### src/rtl/vend_seq_core_if.sv
// Instruction ROM bus between the sequencer (master) and the ROM (slave).
// Latency: none. The ROM answers combinationally from rom_addr.
// Backpressure: none. The sequencer owns the pacing of fetches.
interface vend_seq_core_if #(
  parameter int ADDR_W = 3
);
  logic [ADDR_W-1:0] rom_addr;
  logic [18:0]       rom_data;

  modport master (output rom_addr, input rom_data);
  modport slave  (input rom_addr, output rom_data);
endinterface

### src/rtl/vend_seq_core.sv
// Fetch/execute sequencer running vending ROM programs against a 16-entry register file.
// Latency: 2 cycles per instruction; done pulses 3+2*end_addr cycles after the start edge.
// Backpressure: none; start/clr are ignored while busy, and clr wins over start in IDLE.
module vend_seq_core #(
  parameter int DATA_W = 8,
  parameter int ADDR_W = 3
) (
  input  logic                clk,
  input  logic                rst_n,
  input  logic                start,
  input  logic [ADDR_W-1:0]   end_addr,
  input  logic                clr,
  vend_seq_core_if.master     rom,
  output logic                busy,
  output logic                done,
  output logic                carry,
  input  logic [3:0]          dbg_sel,
  output logic [DATA_W-1:0]   dbg_data
);

  typedef enum logic [1:0] {
    ST_IDLE  = 2'd0,
    ST_FETCH = 2'd1,
    ST_EXEC  = 2'd2,
    ST_DONE  = 2'd3
  } state_t;

  state_t              r_state;
  state_t              w_state_nxt;
  logic [ADDR_W-1:0]   r_rom_addr;
  logic [ADDR_W-1:0]   r_end_addr;
  logic [18:0]         r_ir;
  logic [DATA_W-1:0]   r_regs [16];
  logic                r_carry;

  // Decoded instruction fields.
  logic [2:0]          w_op;
  logic [3:0]          w_rd;
  logic [3:0]          w_rs;
  logic [3:0]          w_rt;
  logic [DATA_W-1:0]   w_imm;
  logic [DATA_W-1:0]   w_rs_val;
  logic [DATA_W-1:0]   w_rt_val;
  logic [DATA_W:0]     w_sum;
  logic [DATA_W:0]     w_diff;
  logic [DATA_W-1:0]   w_res;
  logic                w_we;
  logic                w_carry_set;
  logic                w_is_last;
  logic                w_launch;

  assign w_op     = r_ir[18:16];
  assign w_rd     = r_ir[15:12];
  assign w_rs     = r_ir[11:8];
  assign w_rt     = r_ir[7:4];
  assign w_imm    = r_ir[DATA_W-1:0];
  // r0 is never written, so reading it straight from the array yields 0.
  assign w_rs_val = r_regs[w_rs];
  assign w_rt_val = r_regs[w_rt];

  assign w_is_last = (r_rom_addr == r_end_addr);
  assign w_launch  = (r_state == ST_IDLE) && !clr && start;

  assign rom.rom_addr = r_rom_addr;
  assign busy         = (r_state != ST_IDLE);
  assign done         = (r_state == ST_DONE);
  assign carry        = r_carry;
  assign dbg_data     = (dbg_sel == 4'd0) ? '0 : r_regs[dbg_sel];

  // ALU: compute the result, write enable and sticky-flag contribution of the held instruction.
  always_comb begin
    w_res       = '0;
    w_we        = 1'b0;
    w_carry_set = 1'b0;
    w_sum       = {1'b0, w_rs_val} + {1'b0, w_rt_val};
    w_diff      = {1'b0, w_rs_val} - {1'b0, w_rt_val};
    case (w_op)
      3'd0: begin
        w_res       = w_sum[DATA_W-1:0];
        w_we        = 1'b1;
        w_carry_set = w_sum[DATA_W];
      end
      3'd1: begin
        w_res       = w_diff[DATA_W-1:0];
        w_we        = 1'b1;
        w_carry_set = w_diff[DATA_W];
      end
      3'd2: begin
        w_res = w_rs_val & w_rt_val;
        w_we  = 1'b1;
      end
      3'd3: begin
        w_res = w_rs_val | w_rt_val;
        w_we  = 1'b1;
      end
      3'd4: begin
        w_res = {{(DATA_W-1){1'b0}}, (w_rs_val < w_rt_val)};
        w_we  = 1'b1;
      end
      3'd7: begin
        w_res = w_imm;
        w_we  = 1'b1;
      end
      default: begin
        w_res = '0;
        w_we  = 1'b0;
      end
    endcase
  end

  // Next-state logic for the fetch/execute loop.
  always_comb begin
    w_state_nxt = r_state;
    case (r_state)
      ST_IDLE:  if (w_launch) w_state_nxt = ST_FETCH;
      ST_FETCH: w_state_nxt = ST_EXEC;
      ST_EXEC:  w_state_nxt = w_is_last ? ST_DONE : ST_FETCH;
      ST_DONE:  w_state_nxt = ST_IDLE;
      default:  w_state_nxt = ST_IDLE;
    endcase
  end

  // State register.
  always_ff @(posedge clk or negedge rst_n) begin
    if (!rst_n) begin
      r_state <= ST_IDLE;
    end else begin
      r_state <= w_state_nxt;
    end
  end

  // Program counter, end-address latch and instruction register.
  always_ff @(posedge clk or negedge rst_n) begin
    if (!rst_n) begin
      r_rom_addr <= '0;
      r_end_addr <= '0;
      r_ir       <= '0;
    end else begin
      if (w_launch) begin
        r_end_addr <= end_addr;
        r_rom_addr <= '0;
      end
      if (r_state == ST_FETCH) begin
        r_ir <= rom.rom_data;
      end
      // Stop advancing at the last instruction so rom_addr never wraps.
      if (r_state == ST_EXEC && !w_is_last) begin
        r_rom_addr <= r_rom_addr + 1'b1;
      end
    end
  end

  // Register file and sticky carry: clear in IDLE, write back at the end of EXEC.
  always_ff @(posedge clk or negedge rst_n) begin
    if (!rst_n) begin
      for (int i = 0; i < 16; i++) begin
        r_regs[i] <= '0;
      end
      r_carry <= 1'b0;
    end else if (r_state == ST_IDLE && clr) begin
      for (int i = 0; i < 16; i++) begin
        r_regs[i] <= '0;
      end
      r_carry <= 1'b0;
    end else if (r_state == ST_EXEC) begin
      if (w_we && w_rd != 4'd0) begin
        r_regs[w_rd] <= w_res;
      end
      if (w_carry_set) begin
        r_carry <= 1'b1;
      end
    end
  end

endmodule

### src/flat_wrapper.sv
// flat-port wrapper written by rule: the top's interface ports become plain ports
module vend_seq_core_flat 
#(
  parameter int DATA_W = 8,
  parameter int ADDR_W = 3
)
  (clk, rst_n, start, end_addr, clr, busy, done, carry, dbg_sel, dbg_data, rom_rom_addr, rom_rom_data);
  vend_seq_core_if #(.ADDR_W(ADDR_W)) rom_i ();
  input  logic clk;
  input  logic rst_n;
  input  logic start;
  input  logic [ADDR_W-1:0] end_addr;
  input  logic clr;
  output logic busy;
  output logic done;
  output logic carry;
  input  logic [3:0] dbg_sel;
  output logic [DATA_W-1:0] dbg_data;
  output wire logic [$bits(rom_i.rom_addr)-1:0] rom_rom_addr;
  input wire logic [$bits(rom_i.rom_data)-1:0] rom_rom_data;
  assign rom_rom_addr = rom_i.rom_addr;
  assign rom_i.rom_data = rom_rom_data;
  vend_seq_core #(.DATA_W(DATA_W), .ADDR_W(ADDR_W)) u_core (.clk(clk), .rst_n(rst_n), .start(start), .end_addr(end_addr), .clr(clr), .rom(rom_i), .busy(busy), .done(done), .carry(carry), .dbg_sel(dbg_sel), .dbg_data(dbg_data));
endmodule
### config.mk
export PLATFORM = sky130hd
export DESIGN_NAME = vend_seq_core_flat
export DESIGN_NICKNAME = d
export VERILOG_FILES = /design/src/rtl/vend_seq_core_if.sv /design/src/rtl/vend_seq_core.sv /design/src/flat_wrapper.sv
export SDC_FILE = /design/constraint.sdc
export NUM_CORES = 1
export LEC_CHECK = 0
export CAP_MARGIN = 0
export CORE_MARGIN = 2
export CORE_UTILIZATION = 45
export DETAILED_ROUTE_END_ITERATION = 10
export SLEW_MARGIN = 30
export SYNTH_ARGS = -nofsm -noshare
export SYNTH_HDL_FRONTEND = slang
export SYNTH_SLANG_ARGS = --single-unit
### constraint.sdc
create_clock -name clk -period 5.41 [get_ports clk]
set_clock_uncertainty 0.2 [all_clocks]
set_input_delay 0.8115 -clock clk [delete_from_list [all_inputs] [get_ports clk]]
set_output_delay 0.8115 -clock clk [all_outputs]
set_load 0.02 [all_outputs]
# Yosys cells after proc, flatten, opt, wreduce, memory -nomap -nowiden
# Index checks and enable logic that the tools add are counted.
# Widths: inputs -> output; s select.
[word_totals] input_bits=30 elab_cells=93 regBits=156 out_inout_bits=14
[classes] n_reduce_logical=20 n_addsub=3 magnitude_cmp=6 bitwise=6 n_eq_ne=10 muxes=27
[ops] operator="$mux 128" count=3
[ops] operator="$bwmux 128" count=1
[ops] operator="$bmux 8 s4" count=3
[ops] operator="$mux 8" count=8
[ops] operator="$pmux 8 s6" count=1
[ops] operator="$demux 8 s4" count=1
[ops] operator="$ge 5x5->1 const B" count=4
[ops] operator="$not 4->5" count=4
[ops] operator="$reduce_bool 2->1" count=5
[ops] operator="$add 8x8->9" count=1
[ops] operator="$sub 8x8->9" count=1
[ops] operator="$and 8x8->8" count=1
[ops] operator="$lt 8x8->1" count=1
[ops] operator="$or 8x8->8" count=1
[ops] operator="$pmux 2 s4" count=1
[ops] operator="$eq 3x2->1 const B" count=2
[ops] operator="$eq 3x3->1 const B" count=2
[ops] operator="$logic_and 1x1->1" count=6
[ops] operator="$mux 3" count=2
[ops] operator="$reduce_or 6->1" count=1
[ops] operator="$lt 5x1->1 const B" count=1
[ops] operator="$eq 2x2->1 const B" count=2
[ops] operator="$logic_not 4->1" count=1
[ops] operator="$mux 1" count=4
[ops] operator="other kinds (12)" count=15

# Depth between registers and ports, before layout
# Gate-level depths: netlist (run 1).
[depth] word_depth=10 depth_mapped=14 depth_no_buf=11

# Least setup slack after synthesis (run 1)
# OpenSTA, ideal clock, no wires.
[synth_path] kind="reg-to-reg" startpoint="register u_core.r_ir[8]" endpoint="register u_core.r_regs[108] in the netlist's numbering" path_stages_with_launch=14 t_arrival_ps=3768 n_path_buf=3 period_less_slack_ps=4119 setup_time_ps=151 required_ps=5059 path_slack_ps=1291 cell_sequence="dfrtp_1 clkbuf_1 buf_2 mux4_2 mux4_2 ha_1 fa_1 a21o_1 a21oi_1 mux2i_1 xor2_1 a22oi_1 buf_2 mux2i_1"
[synth_via] elab_chain_cells=10 word_cells_on_any_way=13 classes_between="2 x add/sub; 8 x mux; 3 x bitwise"
[synth_lines] element="start: declaration" line_no="vend_seq_core.sv:32" rtl="logic [18:0] r_ir;"
[synth_lines] element="start signal: assignment" line_no="vend_seq_core.sv:144" rtl="r_ir <= rom.rom_data;"
[synth_lines] element="$not 4->5 (implied by the code) (*)" line_no="vend_seq_core.sv:58" rtl="assign w_rs_val = r_regs[w_rs];"
[synth_lines] element="$bmux 8 s4 (*)" line_no="vend_seq_core.sv:58"
[synth_lines] element="$mux 8 (implied by the code) (*) (2 in series)" line_no="vend_seq_core.sv:58"
[synth_lines] element="$sub 8x8->9 (tied with other cells)" line_no="vend_seq_core.sv:76" rtl="w_diff = {1'b0, w_rs_val} - {1'b0, w_rt_val};"
[synth_lines] element="$pmux 8 s6 (*)" line_no="vend_seq_core.sv:77" rtl="case (w_op)"
[synth_lines] element="$bwmux 128 (*)" line_no="vend_seq_core.sv:167" rtl="r_regs[w_rd] <= w_res;"
[synth_lines] element="$mux 128 (*)" line_no="vend_seq_core.sv:166" rtl="if (w_we && w_rd != 4'd0) begin"
[synth_lines] element="$mux 128 (*)" line_no="vend_seq_core.sv:165" rtl="end else if (r_state == ST_EXEC) begin"
[synth_lines] element="$mux 128 (*)" line_no="vend_seq_core.sv:160" rtl="end else if (r_state == ST_IDLE && clr) begin"
[synth_lines] element="end signal: indexed assignment" line_no="vend_seq_core.sv:167"
[synth_lines] element="end: declaration" line_no="vend_seq_core.sv:33" rtl="logic [DATA_W-1:0] r_regs [16];"
# Mark *: on every way between the ends. The rest lies on a longest branch, timed or not. The select of a mux whose other input is x is not followed.
# A chain may end at the register's enable or synchronous reset.

# Worst setup path in the final report (run 1)
[layout_path] startpoint="register u_core.r_ir[4]" endpoint="register u_core.r_regs[60] in the netlist's numbering"
[layout_via] elab_chain_cells=10 word_cells_on_any_way=13 classes_between="2 x add/sub; 8 x mux; 3 x bitwise"
[layout_lines] element="$not 4->5 (implied by the code)" line_no="vend_seq_core.sv:59" rtl="assign w_rt_val = r_regs[w_rt];"
[layout_lines] element="$bmux 8 s4" line_no="vend_seq_core.sv:59"
[layout_lines] element="$mux 8 (implied by the code) (2 in series)" line_no="vend_seq_core.sv:59"
[layout_lines] element="$sub 8x8->9 (tied with other cells)" line_no="vend_seq_core.sv:76"
[layout_lines] element="$pmux 8 s6 (*)" line_no="vend_seq_core.sv:77"
[layout_lines] element="$bwmux 128 (*)" line_no="vend_seq_core.sv:167"
[layout_lines] element="$mux 128 (*)" line_no="vend_seq_core.sv:166"
[layout_lines] element="$mux 128 (*)" line_no="vend_seq_core.sv:165"
[layout_lines] element="$mux 128 (*)" line_no="vend_seq_core.sv:160"
# Marked as above.

==> metrics.md, run 1 <==
| Metric | Value |
|---|---|
| Post-synth EDFFs | `0` |
| Commonest register cell after synthesis | `dfrtp_1` |
| Post-route fraction of the period consumed by the critical path | `0.811` |
| Post-cts resize count | `0` |
| Max-cap violations | `0` |
| Power share of the combinational group | `0.329` |
| Average via count per standard cell | `6.31` |
| Placer congestion estimate | `0.852` |
| Compound-Gate Fraction of Synth Area | `0.0804` |
| Share of synthesized area spent on multiplexers | `0.347` |
| Total leakage power | `4.56 nW` |
| Post-synthesis simple-gate area fraction | `0.113` |
| Internal power | `2.67 mW` |
| Synth Net Count | `921` |
| Final layout net count | `935` |
| Startpoint type of the worst setup path | `flop` |
| Via count of the first global-routing pass | `roughly 7600` |
| TritonCTS Buffers | `17` |
| Filler-free cell count of the finished design | `1175` |
| Largest net degree at the start of global routing | `99` |
| Final hold violation count | `0` |
| Sequential area share after synthesis | `0.375` |
| Run status | `finished clean` |
| Crit path DAT | `4.47 ns` |
| Clock share of power | `0.289` |
| Maximum buffer depth of the clock tree | `2` |
| Layout fillers | `1950` |
| Placement Setup Slack | `1.04 ns` |
| Clock slew at the register clock pins of the worst setup and hold paths | `0.07 ns` |
| Leading cell types by total area after synthesis | `dfrtp_1, mux4_2, mux2i_1` |
| Top-area cell type share of the netlist area | `0.375` |
| Hold WC Path Type | `in -> async` |
| Main combinational cell family by area after synthesis | `multiplexers` |
| Total non-filler cell area in the finished layout | `11700 µm²` |
| Gate count after technology mapping | `864` |
| RSZ-0062 raised after global routing | `false` |
| Count of unresolved DRC violations after routing | `0` |
| Number of warnings reported in the yosys synthesis log | `0` |
| Die ar. | `24400 µm²` |
| Layout overhead on the synthesized area | `12.8%` |
| Cell count after placement | `1144` |
| Horizontal extent of the die | `156 µm` |
| Top cells by instance count after synthesis | `dfrtp_1, mux4_2, nand2_1, o21ai_0, nand3_1` |
| Power consumption | `roughly 4.4 mW` |
| Initial cell density of the core | `0.458` |
| Reported net switching power | `1.72 mW` |
| # IOs | `44` |
| TritonRoute pass-1 iters | `5` |
| Netlist cell types | `63` |
| Number of buffers inserted to repair setup after CTS | `0` |
| Cts-stage hold buffer count | `0` |
| XOR/XNOR share of the synthesized area | `0.00757` |
| Critical-path maximum fanout | `16` |
| Total negative slack | `0 ns` |
| Fraction of layout instances using a drive strength above 1 | `0.261` |
| Later-pin clock latency in the skew report | `0.44 ns` |
| Async SR Flop Fraction | `1.00` |
| CTS H-tree lvls | `4` |
| Worst Setup Path Type | `reg -> reg` |
| Wirelength per Cell | `about 25 µm` |
| WP data required | `5.49 ns` |
| Max IR drop VDD | `0.000252 V` |
| Antenna cells | `0` |
| Most used standard cell by instance count after synthesis | `dfrtp_1` |
| Sum of net half-perimeters after detailed placement | `19400 µm` |
| Total placed instance area | `around 11000 µm²` |
| Adder and majority gate portion of the synthesized area | `0.0339` |
| Average cell area after synthesis | `roughly 12 µm²` |
| Core footprint | `roughly 23000 µm²` |
| Routed wire length | `29800 µm` |
| Worst-Margin Slew | `between 0.9 and 1 ns` |
| Relative slew slack | `0.362` |
| Post-route setup slack | `1.02 ns` |
| Slew Limit Fails | `0` |
| Die Y | `roughly 160 µm` |
| Area leader, netlist | `dfrtp_1` |
| Achievable clock frequency | `roughly 230 MHz` |
| Global routing usage summed across all routing layers | `0.259` |
| Pwr Density | `374 nW/µm²` |
| CTS Sinks | `156` |
| Switching share of power | `0.392` |
| DR iter-0 viols | `roughly 670` |
| Register bit total from synthesis | `about 160` |
| Total overflow reported by the global router | `0` |
| Worst Setup End Kind | `flop` |
| Min cycle time layout | `between 4 and 5 ns` |
| TritonCTS clock tree | `yes` |
| Antenna violations before repair | `0` |
| Post-route worst hold slack | `~0.26 ns` |
| Count of vias placed by the detailed router | `7413` |
| Antenna Violating Nets Remaining | `0` |
| Buffers added on ports | `43` |
| Post-synth design cell area | `10400 µm²` |
| Global-route wire length before repair | `46400 µm` |
| Total number of placement rows | `55` |
| Root buffer cell | `clkbuf_16` |
| Final number of setup-violating endpoints | `0` |
| Post-route core utilization | `0.517` |
| Sequential share of power | `0.382` |
path summary, 6_finish.rpt:
kind / depth (start not counted) / slack, ns / from / endpoint
min in group clk: 1 / 0.29 / u_core.r_state[0]$_DFFE_PN0P_ / u_core.r_state[0]$_DFFE_PN0P_
max in group asynchronous: 2 / 3.79 / rst_n / u_core.r_regs[36]$_DFFE_PN0P_
max: 11 / 1.02 / u_core.r_ir[4]$_DFFE_PN0N_ / u_core.r_regs[60]$_DFFE_PN0P_
max reg2reg: 11 / 1.02 / u_core.r_ir[4]$_DFFE_PN0N_ / u_core.r_regs[60]$_DFFE_PN0P_
min reg2reg: 1 / 0.29 / u_core.r_state[0]$_DFFE_PN0P_ / u_core.r_state[0]$_DFFE_PN0P_
min: 1 / 0.26 / rst_n / u_core.r_regs[120]$_DFFE_PN0P_
power by group through the flow:
stage / clock (mW) / combinational (mW) / sequential, mW
CTS: 1.29 / 1.44 / 1.67
global placement: 0 / 1.43 / 1.69
finish: 1.27 / 1.45 / 1.68
detailed placement: 0 / 1.44 / 1.69
global route: 1.34 / 1.56 / 1.71
floorplan: 0 / 1.25 / 1.38
registers in the layout (all words and copies together) (netlist names):
| register | flops |
|---|---|
| u_core.r_regs | 128 |
| u_core.r_ir | 19 |
| u_core.r_end_addr | 3 |
| u_core.rom.rom_addr | 3 |
| u_core.r_state | 2 |
| u_core.carry | 1 |
cells by family after synthesis:
logic type / count (synthesis)
and+or+nand+nor: 237
muxes: 199
DFF: 156
AOI/OAI and AO/OA: 132
buffers and inverters: 104
adders and majority gates: 27
xor gates and xnor gates: 9
cell type report:
class | instances | area (µm²) | area share
clock inverters | 12 | 164 | 0.0140
clock buffers | 19 | 443 | 0.0377
well taps | 285 | 357 | 0.0304
repair buffers | 71 | 658 | 0.0561
flip-flops and latches | 156 | 3910 | 0.333
inverters | 28 | 105 | 0.00895
multi-input cells | 604 | 6100 | 0.520
critical path, stage by stage, from the launching register on:
cell,delay [ns]
dfrtp_2,0.77
mux4_2,0.59
mux4_2,0.53
ha_1,0.29
fa_1,0.48
o21ba_2,0.22
o21bai_1,0.24
mux2i_1,0.13
xor2_1,0.18
a22oi_1,0.20
buf_4,0.25
o21ai_0,0.13
placed cells by master, fill, tap and decap left out, types with 17 or more instances in the layout:
cell type        count
mux2i_1             54
clkdlybuf4s50_1     40
ha_1                25
buf_4               25
mux4_2             120
nand3_1             70
inv_1               28
nor2_1              19
dfrtp_1            153
nand2_1             86
o21ai_0             78
mux2_2              17
clkbuf_16           17
layer usage:
metal  GRT usage  part of all wire  up-vias
li1            -                 -     3278
met1       0.353              0.43     3811
met2       0.397              0.46      256
met3      0.0583             0.064       68
met5           0                 0        -
met4       0.118             0.043        0
Power figures use the tool's default switching activity.
==> inputs of run 2 (changes only) <==
==> constraint.sdc (replaced) <==
create_clock -name clk -period 3.95 [get_ports clk]
set_clock_uncertainty 0.2 [all_clocks]
set_input_delay 0.5925 -clock clk [delete_from_list [all_inputs] [get_ports clk]]
set_output_delay 0.5925 -clock clk [all_outputs]
set_load 0.02 [all_outputs]
==> metrics.md, run 2 (synthesis results as in run 1) <==
| Metric | Value |
|---|---|
| DR iter-0 viols | `771 (was 667)` |
| Critical Path Max Stage Delay | `0.54 ns (was 0.77 ns)` |
| Flip-flop count of the largest register after layout | `128 (unchanged)` |
| TritonCTS clock tree | `yes (unchanged)` |
| Max-cap violations | `0 (unchanged)` |
| Clock slew at the register clock pins of the worst setup and hold paths | `0.07 ns (about the same)` |
| Global routing usage summed across all routing layers | `0.257 (was 0.259)` |
| Post-route fraction of the period consumed by the critical path | `0.998 (was 0.811)` |
| Max IR drop VDD | `0.000256 V (was 0.000252 V)` |
| Initial cell density of the core | `0.458 (unchanged)` |
| Die Y | `156 µm (unchanged)` |
| Largest net degree at the start of global routing | `102 (was 99)` |
| Commonest non-fill, non-tap cell in the layout | `dfrtp_1 (unchanged)` |
| Register area | `3910 µm² (about the same)` |
| Sequential share of power | `0.323 (was 0.382)` |
| Reported net switching power | `2.49 mW (was 1.72 mW)` |
| Clock share of power | `0.244 (was 0.289)` |
| Buffers added on ports | `43 (unchanged)` |
| Wirelength per Cell | `24.9 µm (was 25.3 µm)` |
| Hold WC Path Type | `in -> async (unchanged)` |
| Most frequent cells in the layout | `dfrtp_1, mux4_2, nand2_1 (unchanged)` |
| Achievable clock frequency | `254 MHz (was 228 MHz)` |
| Run status | `finished clean (unchanged)` |
| Internal power | `3.86 mW (was 2.67 mW)` |
| CTS H-tree lvls | `4 (unchanged)` |
| Startpoint type of the worst setup path | `flop (unchanged)` |
| Layout overhead on the synthesized area | `19.5% (was 12.8%)` |
| CTS Sinks | `156 (unchanged)` |
| WP data required | `4.03 ns (was 5.49 ns)` |
| Worst Setup End Kind | `flop (unchanged)` |
| Count of unresolved DRC violations after routing | `0 (unchanged)` |
| Horizontal extent of the die | `156 µm (unchanged)` |
| RSZ-0062 raised after global routing | `true (was false)` |
| Antenna Violating Nets Remaining | `0 (unchanged)` |
| Cts-stage hold buffer count | `0 (unchanged)` |
| Average via count per standard cell | `6.36 (was 6.31)` |
| Fraction of layout instances using a drive strength above 1 | `0.340 (was 0.261)` |
| Cell with the largest stage delay on the worst path | `mux4_2 (was dfrtp_2)` |
| Placer congestion estimate | `0.938 (was 0.852)` |
| Worst-Margin Slew | `0.894 ns (was 0.953 ns)` |
| Final layout net count | `999 (was 935)` |
| Count of vias placed by the detailed router | `7897 (was 7413)` |
| Critical-path maximum fanout | `15 (was 16)` |
| Switching share of power | `0.392 (about the same)` |
| Die ar. | `24400 µm² (unchanged)` |
| Routed wire length | `30900 µm (was 29800 µm)` |
| # IOs | `44 (unchanged)` |
| Power share of the combinational group | `0.433 (was 0.329)` |
| Crit path DAT | `4.02 ns (was 4.47 ns)` |
| Placement Setup Slack | `-0.0145 ns (was 1.04 ns)` |
| TritonCTS Buffers | `17 (unchanged)` |
| Antenna violations before repair | `1 (was 0)` |
| Total number of placement rows | `55 (unchanged)` |
| Min cycle time layout | `3.94 ns (was 4.39 ns)` |
| Sum of net half-perimeters after detailed placement | `19800 µm (was 19400 µm)` |
| Total area of multi-input combinational cells | `6220 µm² (was 6100 µm²)` |
| Final number of setup-violating endpoints | `0 (unchanged)` |
| Total negative slack | `0 ns (unchanged)` |
| Relative slew slack | `0.402 (was 0.362)` |
| Later-pin clock latency in the skew report | `0.43 ns (was 0.44 ns)` |
| Final hold violation count | `0 (unchanged)` |
| TritonRoute pass-1 iters | `5 (unchanged)` |
| Global-route wire length before repair | `46400 µm (about the same)` |
| Root buffer cell | `clkbuf_16 (unchanged)` |
| Slew Limit Fails | `0 (unchanged)` |
| Largest registers in the final layout | `u_core.r_regs: 128 flops, u_core.r_ir: 19 flops (unchanged)` |
| Post-route setup slack | `0.00733 ns (was 1.02 ns)` |
| Worst path cell trace | `buf_6, buf_4, mux4_2, mux4_2, inv_2, ha_2, buf_4, o21bai_4, or2_0, a311oi_2, xnor2_2, a221oi_4, buf_12, o21ai_0 (was mux4_2, mux4_2, ha_1, fa_1, o21ba_2, o21bai_1, mux2i_1, xor2_1, a22oi_1, buf_4, o21ai_0)` |
| Layout fillers | `1907 (was 1950)` |
| Biggest register | `u_core.r_regs (unchanged)` |
| Power consumption | `6.35 mW (was 4.40 mW)` |
| Via count of the first global-routing pass | `7557 (was 7624)` |
| Total leakage power | `4.94 nW (was 4.56 nW)` |
| Total overflow reported by the global router | `0 (unchanged)` |
| Core footprint | `22700 µm² (unchanged)` |
| Worst Setup Path Type | `reg -> reg (unchanged)` |
| Maximum buffer depth of the clock tree | `2 (unchanged)` |
| Pwr Density | `510 nW/µm² (was 374 nW/µm²)` |
-- run 2: changes by cell type in the layout (fill, tap and decap cells not counted), sizes merged --
| cell | before | now |
|---|---|---|
| buf | 30 | 93 |
| clkbuf | 20 | 23 |
| clkinv | 2 | 3 |
| clkinvlp | 4 | 5 |
| diode | 0 | 1 |
| bufinv | 3 | 0 |
-- run 2: cell type report --
class | instances | area share
diodes | 1 | 0.000201
clock buffers | 21 | 0.0370
clock inverters | 11 | 0.00684
inverters | 28 | 0.00844
multi-input cells | 604 | 0.500
flip-flops and latches | 156 | 0.314
well taps | 285 | 0.0287
repair buffers | 135 | 0.105
-- run 2: metal layers --
metal	vias up	global-route usage	routed length [µm]
met2	415	0.405	14500
met4	0	0.0782	859
li1	3405	-	-
met3	64	0.0539	2440
met5	-	0	0
met1	4013	0.361	13100
-- run 2: per-stage QoR --
step | utilization | hold WS (ns) | instance area (µm²) | cells
2_1_floorplan | - | 0.0969 | 10400 | 864
3_3_place_gp | 0.505 | 0.288 | 11500 | 1179
3_5_place_dp | 0.505 | 0.290 | 11500 | 1179
4_1_cts | 0.529 | 0.131 | 12000 | 1211
5_1_grt | 0.548 | 0.124 | 12400 | 1240
6_report | 0.548 | 0.0539 | 12400 | 1241
-- run 2: worst paths after layout --
check                      cells after the start                          start  slack, ns                            end
max in group asynchronous                      2                          rst_n       2.66  u_core.r_regs[61]$_DFFE_PN0P_
min                                            1                          rst_n       0.05  u_core.r_regs[99]$_DFFE_PN0P_
max reg2reg                                   14     u_core.r_ir[8]$_DFFE_PN0N_      0.007  u_core.r_regs[69]$_DFFE_PN0P_
min reg2reg                                    1  u_core.r_state[0]$_DFFE_PN0P_       0.30  u_core.r_state[0]$_DFFE_PN0P_
min in group clk                               1  u_core.r_state[0]$_DFFE_PN0P_       0.30  u_core.r_state[0]$_DFFE_PN0P_
max                                           14     u_core.r_ir[8]$_DFFE_PN0N_      0.007  u_core.r_regs[69]$_DFFE_PN0P_
-- run 2: worst max-delay path, delay by kind of cell, from the launching register on --
kind | cells | cell delay [ns]
and+or+nand+nor | 1 | 0.21
muxes | 2 | 1.02
adders and majority gates | 1 | 0.21
buffers and inverters | 5 | 0.68
DFF | 1 | 0.43
xor gates and xnor gates | 1 | 0.12
AOI/OAI and AO/OA | 4 | 0.89
-- run 2: timing repair --
item,in CTS,in global routing
buffers inserted,0,26
resized for setup,2,47
gates cloned,0,3
pin swaps,0,8
setup endpoints to repair,15,72
-- run 2: power groups by stage --
stage	logic (mW)	clock network, mW	registers, mW
2_1_floorplan	1.74	0	1.89
3_3_place_gp	2.37	0	2.09
3_5_place_dp	2.37	0	2.08
4_1_cts	2.39	1.59	2.06
5_1_grt	2.91	1.66	2.08
6_report	2.75	1.55	2.05
==> inputs of run 3 (changes only) <==
==> constraint.sdc (replaced) <==
create_clock -name clk -period 4.8 [get_ports clk]
set_clock_uncertainty 0.2 [all_clocks]
set_input_delay 0.72 -clock clk [delete_from_list [all_inputs] [get_ports clk]]
set_output_delay 0.72 -clock clk [all_outputs]
set_load 0.02 [all_outputs]
==> metrics.md, run 3 (synthesis results as in run 1) <==
| Metric | Value |
|---|---|
| Run status | `finished clean (unchanged)` |
| Startpoint type of the worst setup path | `flop (unchanged)` |
| # IOs | `44 (unchanged)` |
| TritonCTS Buffers | `17 (unchanged)` |
| Final number of setup-violating endpoints | `0 (unchanged)` |
| Number of cell instances on the worst register-to-register path | `11 (was 14)` |
| Worst Setup Path Type | `reg -> reg (unchanged)` |
| Flop2flop setup slack | `0.52 ns (was 0.007 ns)` |
| Antenna Violating Nets Remaining | `0 (unchanged)` |
| Total number of placement rows | `55 (unchanged)` |
| Die Y | `156 µm (unchanged)` |
| Worst reg2reg path endpoint | `u_core.r_regs[95]$_DFFE_PN0P_ (was u_core.r_regs[69]$_DFFE_PN0P_)` |
| Initial cell density of the core | `0.458 (unchanged)` |
| Commonest non-fill, non-tap cell in the layout | `dfrtp_1 (unchanged)` |
| Flip-flop count of the largest register after layout | `128 (unchanged)` |
| Pwr Density | `412 nW/µm² (was 510 nW/µm²)` |
| RSZ-0062 raised after global routing | `false (was true)` |
| Buffers added on ports | `43 (unchanged)` |
| Post-cts resize count | `0 (was 2)` |
| Worst-Margin Slew | `1.06 ns (was 0.894 ns)` |
| TritonRoute pass-1 iters | `5 (unchanged)` |
| Placer congestion estimate | `0.871 (was 0.938)` |
| Clock slew at the register clock pins of the worst setup and hold paths | `0.06 ns (was 0.07 ns)` |
| Wirelength per Cell | `24.3 µm (was 24.9 µm)` |
| Global routing usage summed across all routing layers | `0.252 (was 0.257)` |
| Via count of the first global-routing pass | `7555 (was 7557)` |
| Max IR drop VDD | `0.000220 V (was 0.000256 V)` |
| Layout fillers | `1977 (was 1907)` |
| Placement Setup Slack | `0.544 ns (was -0.0145 ns)` |
| Layout overhead on the synthesized area | `12.8% (was 19.5%)` |
| Total overflow reported by the global router | `0 (unchanged)` |
| Die ar. | `24400 µm² (unchanged)` |
| Fraction of layout instances using a drive strength above 1 | `0.261 (was 0.340)` |
| Hold WC Path Type | `in -> async (unchanged)` |
| Most frequent cells in the layout | `dfrtp_1, mux4_2, nand2_1 (unchanged)` |
| Achievable clock frequency | `234 MHz (was 254 MHz)` |
| Start of the worst register-to-register path | `u_core.r_ir[8]$_DFFE_PN0N_ (unchanged)` |
| Crit path DAT | `4.35 ns (was 4.02 ns)` |
| Root buffer cell | `clkbuf_16 (unchanged)` |
| Routed wire length | `28800 µm (was 30900 µm)` |
| Core footprint | `22700 µm² (unchanged)` |
| Maximum buffer depth of the clock tree | `2 (unchanged)` |
| Slew Limit Fails | `0 (unchanged)` |
| Total leakage power | `4.58 nW (was 4.94 nW)` |
| Relative slew slack | `0.289 (was 0.402)` |
| Later-pin clock latency in the skew report | `0.43 ns (about the same)` |
| Cts-stage hold buffer count | `0 (unchanged)` |
| Largest registers in the final layout | `u_core.r_regs: 128 flops, u_core.r_ir: 19 flops (unchanged)` |
| Count of unresolved DRC violations after routing | `0 (unchanged)` |
| Register area | `3910 µm² (about the same)` |
| Post-route fraction of the period consumed by the critical path | `0.891 (was 0.998)` |
| Count of vias placed by the detailed router | `7440 (was 7897)` |
| CTS H-tree lvls | `4 (unchanged)` |
| Total area of multi-input combinational cells | `6100 µm² (was 6220 µm²)` |
| Final layout net count | `940 (was 999)` |
| Min cycle time layout | `4.28 ns (was 3.94 ns)` |
| Largest net degree at the start of global routing | `89 (was 102)` |
| Global-route wire length before repair | `45800 µm (was 46400 µm)` |
| Sum of net half-perimeters after detailed placement | `19200 µm (was 19800 µm)` |
| Antenna violations before repair | `1 (unchanged)` |
| Worst Setup End Kind | `flop (unchanged)` |
| Max-cap violations | `0 (unchanged)` |
| Average via count per standard cell | `6.30 (was 6.36)` |
| Number of buffers inserted to repair setup after CTS | `0 (unchanged)` |
| WP data required | `4.87 ns (was 4.03 ns)` |
| CTS Sinks | `156 (unchanged)` |
| Post-route setup slack | `0.524 ns (was 0.00733 ns)` |
| DR iter-0 viols | `735 (was 771)` |
| Biggest register | `u_core.r_regs (unchanged)` |
| TritonCTS clock tree | `yes (unchanged)` |
| Critical-path maximum fanout | `14 (was 15)` |
| Final hold violation count | `0 (unchanged)` |
| Horizontal extent of the die | `156 µm (unchanged)` |
| Total negative slack | `0 ns (unchanged)` |
## run 3: cell types whose count changed in the layout (fill, tap and decap cells not counted), sizes merged
cell,previous run,this run
clkbuf,23,21
buf,93,36
inv,31,29
clkinvlp,5,2
bufinv,0,2
clkinv,3,5
## run 3: report_power, final
group / switching, mW / internal (mW) / leakage, nW
Sequential: 0.349 / 1.45 / 2.13
Clock: 0.561 / 0.777 / 0.273
Combinational: 0.953 / 0.748 / 2.18
## run 3: metrics by stage
step                      cell area (µm²)  cells  total power [mW]  hold WS (ns)  utilization
after global routing                11700   1180              5.08         0.250        0.517
final                               11700   1181              4.84         0.181        0.517
after floorplan                     10400    864              2.96         0.224            -
after detailed placement            11200   1148              3.51         0.291        0.491
after CTS                           11700   1179              4.85         0.212        0.516
after global placement              11100   1147              3.50         0.289        0.490
## run 3: per-layer routing
metal | track usage | vias to the layer above | wire (µm)
met3 | 0.0572 | 43 | 1850
met1 | 0.351 | 3845 | 12400
met5 | 0 | - | 0
met2 | 0.401 | 270 | 13800
li1 | - | 3282 | -
met4 | 0.0695 | 0 | 645
## run 3: layout make-up
type                    count  area share
clock inverters            10     0.00991
repair buffers             76      0.0605
diodes                      1    0.000213
multi-input cells         604       0.519
inverters                  28     0.00895
clock buffers              21      0.0383
well taps                 285      0.0304
flip-flops and latches    156       0.333
## run 3: critical path, cell delays in order, from the launching register on
cell and delay [ns]:
dfrtp_2 0.64, buf_4 0.36, mux4_2 0.55, mux4_2 0.54, inv_1 0.08, ha_1 0.34
and3_1 0.22, a22oi_1 0.35, a211o_1 0.19, o211ai_1 0.29, nand2_2 0.25, o21ai_0 0.10
## run 3: worst max path at each step
stage                                     startpoint                              to  depth (start not counted)
after CTS                 u_core.r_ir[8]$_DFFE_PN0N_    u_core.r_regs[5]$_DFFE_PN0P_                         11
final                     u_core.r_ir[8]$_DFFE_PN0N_   u_core.r_regs[95]$_DFFE_PN0P_                         11
after detailed placement  u_core.r_ir[8]$_DFFE_PN0N_    u_core.r_regs[5]$_DFFE_PN0P_                         11
after global routing      u_core.r_ir[8]$_DFFE_PN0N_   u_core.r_regs[95]$_DFFE_PN0P_                         11
after global placement    u_core.r_ir[8]$_DFFE_PN0N_   u_core.r_regs[29]$_DFFE_PN0P_                         11
after floorplan           u_core.r_ir[8]$_DFFE_PN0N_  u_core.r_regs[108]$_DFFE_PN0P_                         13
